===== config.mk =====
export PLATFORM = sky130hd
export DESIGN_NAME = jump_redirect_ctrl
export DESIGN_NICKNAME = d
export VERILOG_FILES = /design/src/rtl/mips_jump_pkg.sv /design/src/rtl/jump_ras.sv /design/src/rtl/jump_redirect_ctrl.sv
export SDC_FILE = /design/constraint.sdc
export NUM_CORES = 1
export LEC_CHECK = 0
export ABC_AREA = 1
export CAP_MARGIN = 10
export CORE_MARGIN = 5
export CORE_UTILIZATION = 45
export DETAILED_ROUTE_END_ITERATION = 10
export GPL_TIMING_DRIVEN = 0
export PLACE_DENSITY = 0.78
export SYNTH_ARGS = -nofsm -noshare
export SYNTH_HDL_FRONTEND = slang
export SYNTH_HIERARCHICAL = 1
export SYNTH_SLANG_ARGS = --single-unit

===== constraint.sdc =====
create_clock -name clk -period 2.1 [get_ports clk]
set_input_delay 0.42 -clock clk [delete_from_list [all_inputs] [get_ports clk]]
set_output_delay 0.42 -clock clk [all_outputs]
set_load 0.03 [all_outputs]

===== src/rtl/mips_jump_pkg.sv =====
// Shared encodings, jump-kind and controller-state types for the jump redirect controller.
package mips_jump_pkg;

  localparam logic [5:0] OpSpecial = 6'b000000;
  localparam logic [5:0] OpJ       = 6'b000010;
  localparam logic [5:0] OpJal     = 6'b000011;
  localparam logic [5:0] FnJr      = 6'b001000;
  localparam logic [5:0] FnJalr    = 6'b001001;
  localparam logic [4:0] RegRa     = 5'd31;

  typedef enum logic [2:0] {
    KindNone,
    KindJ,
    KindJal,
    KindJr,
    KindJalr
  } jump_kind_e;

  typedef enum logic [1:0] {
    StIdle,
    StWaitReg,
    StCheck,
    StFlush
  } ctrl_state_e;

  function automatic jump_kind_e decode_kind(input logic [5:0] opcode, input logic [5:0] funct);
    jump_kind_e kind;
    kind = KindNone;
    case (opcode)
      OpJ:       kind = KindJ;
      OpJal:     kind = KindJal;
      OpSpecial: begin
        if (funct == FnJr) begin
          kind = KindJr;
        end else if (funct == FnJalr) begin
          kind = KindJalr;
        end
      end
      default:   kind = KindNone;
    endcase
    return kind;
  endfunction

endpackage


===== src/rtl/jump_ras.sv =====
// Circular return-address stack; a push on a full stack overwrites the oldest entry.
module jump_ras
  import mips_jump_pkg::*;
#(
  parameter int unsigned ADDR_W    = 32,
  parameter int unsigned RAS_DEPTH = 4
) (
  input  logic              clk,
  input  logic              rst_n,
  input  logic              push,
  input  logic [ADDR_W-1:0] push_addr,
  input  logic              pop,
  output logic [ADDR_W-1:0] top,
  output logic              empty
);

  localparam int unsigned PtrW = $clog2(RAS_DEPTH);
  localparam logic [PtrW:0] Full = (PtrW + 1)'(RAS_DEPTH);

  logic [ADDR_W-1:0] mem_q [RAS_DEPTH];
  logic [PtrW-1:0]   top_q;
  logic [PtrW:0]     count_q;

  assign empty = (count_q == '0);
  assign top   = mem_q[top_q];

  always_ff @(posedge clk or negedge rst_n) begin
    if (!rst_n) begin
      top_q   <= '0;
      count_q <= '0;
      for (int unsigned i = 0; i < RAS_DEPTH; i++) begin
        mem_q[i] <= '0;
      end
    end else if (push && pop && !empty) begin
      // Pop then push lands on the same slot: just replace the top entry.
      mem_q[top_q] <= push_addr;
    end else if (push) begin
      mem_q[top_q + PtrW'(1)] <= push_addr;
      top_q <= top_q + PtrW'(1);
      if (count_q != Full) begin
        count_q <= count_q + (PtrW + 1)'(1);
      end
    end else if (pop && !empty) begin
      top_q   <= top_q - PtrW'(1);
      count_q <= count_q - (PtrW + 1)'(1);
    end
  end

endmodule


===== src/rtl/jump_redirect_ctrl.sv =====
// Decode-stage J/JAL/JR/JALR redirect controller with post-redirect flush.
// Define JUMP_RAS_EN to add return-address-stack prediction for JR $31 (CHECK state).
module jump_redirect_ctrl
  import mips_jump_pkg::*;
#(
  parameter int unsigned ADDR_W       = 32,
  parameter int unsigned FLUSH_CYCLES = 2,
  parameter int unsigned RAS_DEPTH    = 4
) (
  input  logic              clk,
  input  logic              rst_n,
  input  logic              in_valid,
  input  logic [5:0]        opcode,
  input  logic [5:0]        funct,
  input  logic [4:0]        rs_idx,
  input  logic [25:0]       imm26,
  input  logic [ADDR_W-1:0] pc,
  input  logic [ADDR_W-1:0] rs_val,
  input  logic              rs_ready,
  output logic              stall,
  output logic              redirect_valid,
  output logic [ADDR_W-1:0] redirect_target,
  output logic              link_we,
  output logic [ADDR_W-1:0] link_addr,
  output logic              flush
);

  localparam logic [1:0] FlushInit = 2'(FLUSH_CYCLES - 1);

  ctrl_state_e       state_q;
  jump_kind_e        kind;
  logic              accept;
  logic              is_imm;
  logic              is_reg;
  logic              is_link;
  logic [ADDR_W-1:0] pc_plus4;
  logic [ADDR_W-1:0] pc_plus8;
  logic [ADDR_W-1:0] imm_target;

  logic              redirect_valid_q;
  logic              link_we_q;
  logic              flush_q;
  logic              link_pend_q;
  logic [1:0]        flush_cnt_q;
  logic [ADDR_W-1:0] redirect_target_q;
  logic [ADDR_W-1:0] link_addr_q;
  logic [ADDR_W-1:0] pc_plus8_q;

  assign kind    = in_valid ? decode_kind(opcode, funct) : KindNone;
  assign is_imm  = (kind == KindJ) || (kind == KindJal);
  assign is_reg  = (kind == KindJr) || (kind == KindJalr);
  assign is_link = (kind == KindJal) || (kind == KindJalr);
  assign accept  = (state_q == StIdle) && (kind != KindNone);

  assign pc_plus4   = pc + ADDR_W'(4);
  assign pc_plus8   = pc_plus4 + ADDR_W'(4);
  assign imm_target = {pc_plus4[ADDR_W-1:28], imm26, 2'b00};

  // Stall is combinational in IDLE so decode holds the register jump from its first cycle.
  assign stall = (state_q == StWaitReg) || (state_q == StCheck) ||
                 (accept && is_reg && !rs_ready);

  assign redirect_valid  = redirect_valid_q;
  assign redirect_target = redirect_target_q;
  assign link_we         = link_we_q;
  assign link_addr       = link_addr_q;
  assign flush           = flush_q;

`ifdef JUMP_RAS_EN
  logic              ras_push;
  logic              ras_pop;
  logic              ras_empty;
  logic              predict;
  logic [ADDR_W-1:0] ras_top;
  logic [ADDR_W-1:0] predicted_q;

  assign ras_pop  = accept && is_reg && (rs_idx == RegRa);
  assign ras_push = accept && is_link;
  assign predict  = ras_pop && (kind == KindJr) && !rs_ready && !ras_empty;

  jump_ras #(
    .ADDR_W   (ADDR_W),
    .RAS_DEPTH(RAS_DEPTH)
  ) u_ras (
    .clk      (clk),
    .rst_n    (rst_n),
    .push     (ras_push),
    .push_addr(pc_plus8),
    .pop      (ras_pop),
    .top      (ras_top),
    .empty    (ras_empty)
  );
`else
  localparam int unsigned unused_ras_depth = RAS_DEPTH;
  logic unused_rs_idx;
  assign unused_rs_idx = ^rs_idx;
`endif

  always_ff @(posedge clk or negedge rst_n) begin
    if (!rst_n) begin
      state_q           <= StIdle;
      redirect_valid_q  <= 1'b0;
      redirect_target_q <= '0;
      link_we_q         <= 1'b0;
      link_addr_q       <= '0;
      flush_q           <= 1'b0;
      flush_cnt_q       <= '0;
      link_pend_q       <= 1'b0;
      pc_plus8_q        <= '0;
`ifdef JUMP_RAS_EN
      predicted_q       <= '0;
`endif
    end else begin
      redirect_valid_q <= 1'b0;
      link_we_q        <= 1'b0;
      case (state_q)
        StIdle: begin
          if (accept) begin
            if (is_imm || rs_ready) begin
              redirect_valid_q  <= 1'b1;
              redirect_target_q <= is_imm ? imm_target : rs_val;
              link_we_q         <= is_link;
              if (is_link) begin
                link_addr_q <= pc_plus8;
              end
              flush_q     <= 1'b1;
              flush_cnt_q <= FlushInit;
              state_q     <= StFlush;
`ifdef JUMP_RAS_EN
            end else if (predict) begin
              redirect_valid_q  <= 1'b1;
              redirect_target_q <= ras_top;
              predicted_q       <= ras_top;
              flush_q           <= 1'b1;
              state_q           <= StCheck;
`endif
            end else begin
              link_pend_q <= is_link;
              pc_plus8_q  <= pc_plus8;
              state_q     <= StWaitReg;
            end
          end
        end
        StWaitReg: begin
          if (rs_ready) begin
            redirect_valid_q  <= 1'b1;
            redirect_target_q <= rs_val;
            link_we_q         <= link_pend_q;
            if (link_pend_q) begin
              link_addr_q <= pc_plus8_q;
            end
            flush_q     <= 1'b1;
            flush_cnt_q <= FlushInit;
            state_q     <= StFlush;
          end
        end
`ifdef JUMP_RAS_EN
        StCheck: begin
          if (rs_ready) begin
            if (rs_val == predicted_q) begin
              flush_q <= 1'b0;
              state_q <= StIdle;
            end else begin
              // Misprediction: steer fetch to the real target and flush the predicted path.
              redirect_valid_q  <= 1'b1;
              redirect_target_q <= rs_val;
              flush_cnt_q       <= FlushInit;
              state_q           <= StFlush;
            end
          end
        end
`endif
        StFlush: begin
          if (flush_cnt_q == '0) begin
            flush_q <= 1'b0;
            state_q <= StIdle;
          end else begin
            flush_cnt_q <= flush_cnt_q - 2'd1;
          end
        end
        default: state_q <= StIdle;
      endcase
    end
  end

endmodule


== Yosys cells after proc, flatten, opt, wreduce, memory -nomap -nowiden ==
Cells that the tools add are included.
Word-level totals
  bits in registers: 104
  output and inout bits: 68
  word-level logic and storage cells: 91
  bits of input ports: 111
Operators by class
  reduce and logical (&&, ||, !) cells: 22
  bitwise operators: 1
  mux-type cells: 38
  eq/ne operators: 18
  add/sub/neg operators: 3
Operators with widths (number)
  $mux W32: 9
  $pmux W32 S2: 2
  $add A32 B3 Y32 const B: 2
  $mux W2: 8
  $eq A6 B2 Y1 const B: 2
  $eq A6 B4 Y1 const B: 2
  $ne A2 B2 Y1 const B: 6
  $pmux W2 S3: 2
  $mux W1: 10
  $reduce_and A5 Y1: 2
  $mux W3: 3
  $pmux W3 S3: 1
  $eq A3 B2 Y1 const B: 2
  $logic_not A6 Y1: 1
  $logic_or A1 B1 Y1: 6
  $reduce_and A3 Y1: 2
  $reduce_and A6 Y1: 1
  $reduce_bool A3 Y1: 2
  $eq A2 B2 Y1 const B: 2
  $logic_not A2 Y1: 2
  $pmux W1 S2: 2
  $reduce_and A4 Y1: 1
  $eq A3 B1 Y1 const B: 1
  $eq A3 B3 Y1 const B: 1
  8 further kinds: 10

== Longest topological paths before layout ==
  depth after elaboration: 11
  mapped depth: 18

== Worst setup path before layout ==
Ideal clock, no wire load.
  kind: input -> register
  start point: in pc[2]
  end point: reg link_addr_q[23] (netlist: link_addr[23])
  stages: 14
  data arrival time: 2.199 ns
  required time: 1.983 ns
  buffers on the path: 0
  setup time: 0.117 ns
  path slack: -0.216 ns
  path through: inv_2 > ha_1 > or2_2 > nor2_2 > nand2_1 > nor2_1 > nand2_2 > nor2_4 > nand3_4 > nor2_4 > xor2_1 > nand2_1 > nand2_1 > nand2_1
On the way
  cells in the longest elaborated chain, start to end: 6
Ends and longest elaborated chain
  start, declared: RTL line jump_redirect_ctrl.sv:17  | input logic [ADDR_W-1:0] pc,
  $add A32 B3 Y32: RTL line jump_redirect_ctrl.sv:55  | assign pc_plus4 = pc + ADDR_W'(4);
  $add A32 B3 Y32: RTL line jump_redirect_ctrl.sv:56  | assign pc_plus8 = pc_plus4 + ADDR_W'(4);
  $mux W32: RTL line jump_redirect_ctrl.sv:123  | if (is_link) begin
  $mux W32: RTL line jump_redirect_ctrl.sv:119  | if (is_imm || rs_ready) begin
  $mux W32: RTL line jump_redirect_ctrl.sv:118  | if (accept) begin
  $pmux W32 S2: RTL line jump_redirect_ctrl.sv:116  | case (state_q)
  end signal, assigned: RTL line jump_redirect_ctrl.sv:124  | link_addr_q <= pc_plus8;
  end signal, assigned: RTL line jump_redirect_ctrl.sv:150  | link_addr_q <= pc_plus8_q;
  end, declared: RTL line jump_redirect_ctrl.sv:46  | logic [ADDR_W-1:0] link_addr_q;
No other way between the ends. The select of a mux whose other input is x is not followed.
A chain may end at the register's enable or synchronous reset.

== Final worst setup path ==
  start point: in opcode[0]
  end point: out stall
On the way
  cells in the longest elaborated chain, start to end: 8
  elaborated cells between the ends (all ways): 13
  classes of those cells: 4 x eq/ne; 2 x mux; 7 x reduce/logical
Ends and longest elaborated chain
  start, declared: RTL line jump_redirect_ctrl.sv:13  | input logic [5:0] opcode,
  $eq A6 B2 Y1 or $logic_not A6 Y1 (tied branches): RTL line mips_jump_pkg.sv:29  | case (opcode)
  $pmux W3 S3 *: RTL line mips_jump_pkg.sv:29
  $mux W3 *: RTL line jump_redirect_ctrl.sv:49  | assign kind = in_valid ? decode_kind(opcode, funct) : KindNone;
  $eq A3 B2 Y1 (tied with other cells): RTL line jump_redirect_ctrl.sv:51  | assign is_reg = (kind == KindJr) || (kind == KindJalr);
  $logic_or A1 B1 Y1 or $logic_and A1 B1 Y1 (tied branches): RTL line jump_redirect_ctrl.sv:51, jump_redirect_ctrl.sv:53
  $logic_and A1 B1 Y1 * (2 in a row): RTL line jump_redirect_ctrl.sv:61  | (accept && is_reg && !rs_ready);
  $logic_or A1 B1 Y1 *: RTL line jump_redirect_ctrl.sv:60  | assign stall = (state_q == StWaitReg) || (state_q == StCheck) ||
  end, declared: RTL line jump_redirect_ctrl.sv:20  | output logic stall,
Every way passes the cells marked *; elsewhere a longest branch is shown, timed or not.

==> reports/metrics.cfg <==
[clock_tree]
cts-buffers-inserted = 9
clkLatencyLatePin_ns = 0.35
clk_pin_slew_ns = 0.07
clockBufferDepth = 2
h-tree-depth = 3
cts_tree = done
cts_root_buf = clkbuf_16
numClockSinks = 104

[die]
dieArea_sq_mm = 0.0174
std_cell_rows = 44
fp.dieW_microns = 132
core_area_sq_mm = 0.0145
ios = 179
start_util_pct = 46.0
die_y_microns = 132

[worst_setup_path]
crit_chain = clkdlybuf4s15_1 -> nor2_2 -> nand3_2 -> inv_2 -> nand2_1 -> o21bai_4 -> nand2_2 -> nand2_4 -> nor2_4 -> or2_4 -> buf_6
cp-start-kind = primary input
path_depth = 11
cp_top_family = simple AND/OR/NAND/NOR gates
arrival_ns = 1.66
crit_type = primary input to primary output
cp_num_buf_inv = 3
crit_path_end_kind = primary output
required_ns = 1.68
crit_path_max_fanout = 2
critPathMaxStageDelay_ns = 0.22
slowest_stage = clkdlybuf4s15_1
reg2reg_depth = 12

[logic_synthesis]
synth_flop_cell = dfrtp_1
synth_most_common_cell = nand2_1
syn_area_per_cell_sq_um = 6.77
yosys_register_bits = 104
yosysUniqueCellTypes = 33
synth_common_cells = nand2_1 (355), nor2_1 (153), dfrtp_1 (104), inv_1 (90)
synth_edf_count = 0
yosys.area.top_type_share_pct = 38.9
synth_cells = 988
synth_warnings = 6
syn-cell-area_sq_mm = 0.00669
yosys.area.top_type = dfrtp_1
synthArstFlopShare_pct = 100
ys_seq_area_share_pct = 38.9
synth_nets = 1106
synth.top_cells.by_area = dfrtp_1 (39%), nand2_1 (20%), nor2_1 (8.6%), inv_1 (5.1%), nand3_1 (3.4%)

[timing]
relSlewSlack_pct = 63.8
hold_violations = 0
rsz0062_at_grt = true
whs_ns = 0.0254
period_needed_ns = 2.08
clock_skew_ns = 0.00977
timing.fmax_mhz = 481
tns_ns = 0
post-route-period-util_pct = 99.0
tightestPinTransition_ns = 0.540
setup_viol = 0
slew_violations = 0

[route]
wl_met1_mm = 8.65
dr_wl_met3_mm = 1.29
wl_per_cell_microns = 15.3
first_pass_iters = 5
wl_mm = 21.4
drt_iter0_drc = 493
post-route-drc-count = 0
via_count = 7113
ant_nets = 0
highest_layer = met4
vias_per_cell = 5.10
dr_wl_met2_mm = 10.6

[pwr]
power_per_cell_area_mw_per_mm2 = 1100
total_power_mw = 10.8
leakage_nw = 4.78
ir_drop_uv = 531

[place]
port_buffers = 173
placement.cell_area_sq_mm = 0.00870
gp_congestion = 0.888
place_hpwl_mm = 15.5

[global_routing]
grt_start_max_net_pins = 70
grt_pass1_wl_mm = 33.0
track_usage_pct = 22.9
grt_pass1_vias = 6852
antenna_found_initial = 0
grt-ovfl-total = 0

[hold_path]
holdCritPathClass = primary input to async pin

[finish]
area_growth_pct = 46.5
design_area_sq_mm = 0.00980
diodes = 0
drive_gt1_share_pct = 22.6
layout.nets = 1324

[run]
drv_cap = 0

[run_status]
status = finished clean

==> metrics by stage <==
step                      setup slack [ns]  cells  utilization, %
after detailed placement             -1.09   1346            59.9
after global placement               -3.39   1345            59.7
after CTS                         0.000568   1376            64.3
final                               0.0219   1394            67.4
after floorplan                  -0.000488    988               -
after global routing               -0.0847   1394            67.4
==> cell type report <==
type	count	area, sq um
inverter	99	382
sequential	104	2600
fill	1214	4740
clock inverter	5	58.8
clock buffer	10	229
tap	184	230
multi-input combinational	754	4170
timing repair buffer	208	1960
buffer	30	173
==> where the power goes <==
| group | internal (mW) | switching (mW) | total (mW) |
|---|---|---|---|
| Clock | 0.918 | 0.730 | 1.65 |
| Sequential | 2.76 | 0.385 | 3.14 |
| Combinational | 2.29 | 3.71 | 6.00 |
| Total | 5.96 | 4.83 | 10.8 |
==> cell families (layout without fill, tap and decap cells) <==
family / count (synthesis) / count (layout) / share of synthesized area [%]
xor+xnor: 19 / 19 / 2.83
flops: 104 / 104 / 38.9
buf+inv: 130 / 352 / 7.37
compound gates: 103 / 103 / 9.28
fa+ha+maj: 7 / 7 / 1.31
simple gates: 625 / 625 / 40.3
==> repair_timing <==
item,in CTS,in global routing
buffers inserted,16,18
gates resized for setup,154,159
pin swaps,32,69
hold buffers,0,0
endpoints found under the setup margin,97,97
==> layout by cell type (no fill, tap or decap), drive strengths merged <==
master / Yosys / routed
nor3b: 1 / 1
bufinv: 0 / 1
dlygate4sd2: 0 / 7
a21oi: 9 / 9
o31ai: 27 / 27
dlymetal6s2s: 0 / 6
or2: 4 / 4
xor2: 15 / 15
clkdlybuf4s50: 0 / 132
inv: 99 / 99
o21ai: 51 / 51
nor3: 5 / 5
clkdlybuf4s15: 0 / 4
o211ai: 8 / 8
clkinvlp: 0 / 2
xnor2: 4 / 4
o22ai: 2 / 2
nand2: 375 / 375
clkinv: 0 / 2
ha: 7 / 7
nor4: 1 / 1
dfrtp: 104 / 104
nand3b: 1 / 1
nand3: 50 / 50
clkbuf: 25 / 48
nand4: 8 / 8
buf: 6 / 51
nor2: 180 / 180
o21bai: 6 / 6
==> per-layer routing <==
layer	up-vias	global-route usage [%]
met5	-	0
met4	0	9.66
met3	59	3.85
met2	252	38.6
met1	3277	29.0
li1	3525	-
==> registers in the layout, summed over array words and instances (netlist names) <==
signal,count
link_addr,32
pc_plus8_q,32
redirect_target,32
flush_cnt_q,2
state_q,2
flush,1
link_pend_q,1
link_we,1
redirect_valid,1
==> path summary, 6_finish.rpt <==
check                           slack [ns]          start             end
max in group asynchronous             1.37          rst_n  flush_cnt_q[0]
worst max-delay path                  0.02      opcode[0]           stall
min in group clk                      0.42          pc[2]   pc_plus8_q[2]
worst max register to register        0.08     state_q[1]   link_addr[28]
worst min register to register        0.47  link_addr[10]   link_addr[10]
worst min-delay path                  0.03          rst_n   pc_plus8_q[2]
==> worst register-to-register path: cells and delay by family, from the launching register on <==
kind	cells	cell delay (ns)
flops	1	0.40
simple gates	6	0.52
buf+inv	5	0.85
fa+ha+maj	1	0.21
No activity file was read; power rests on OpenSTA's default activity.
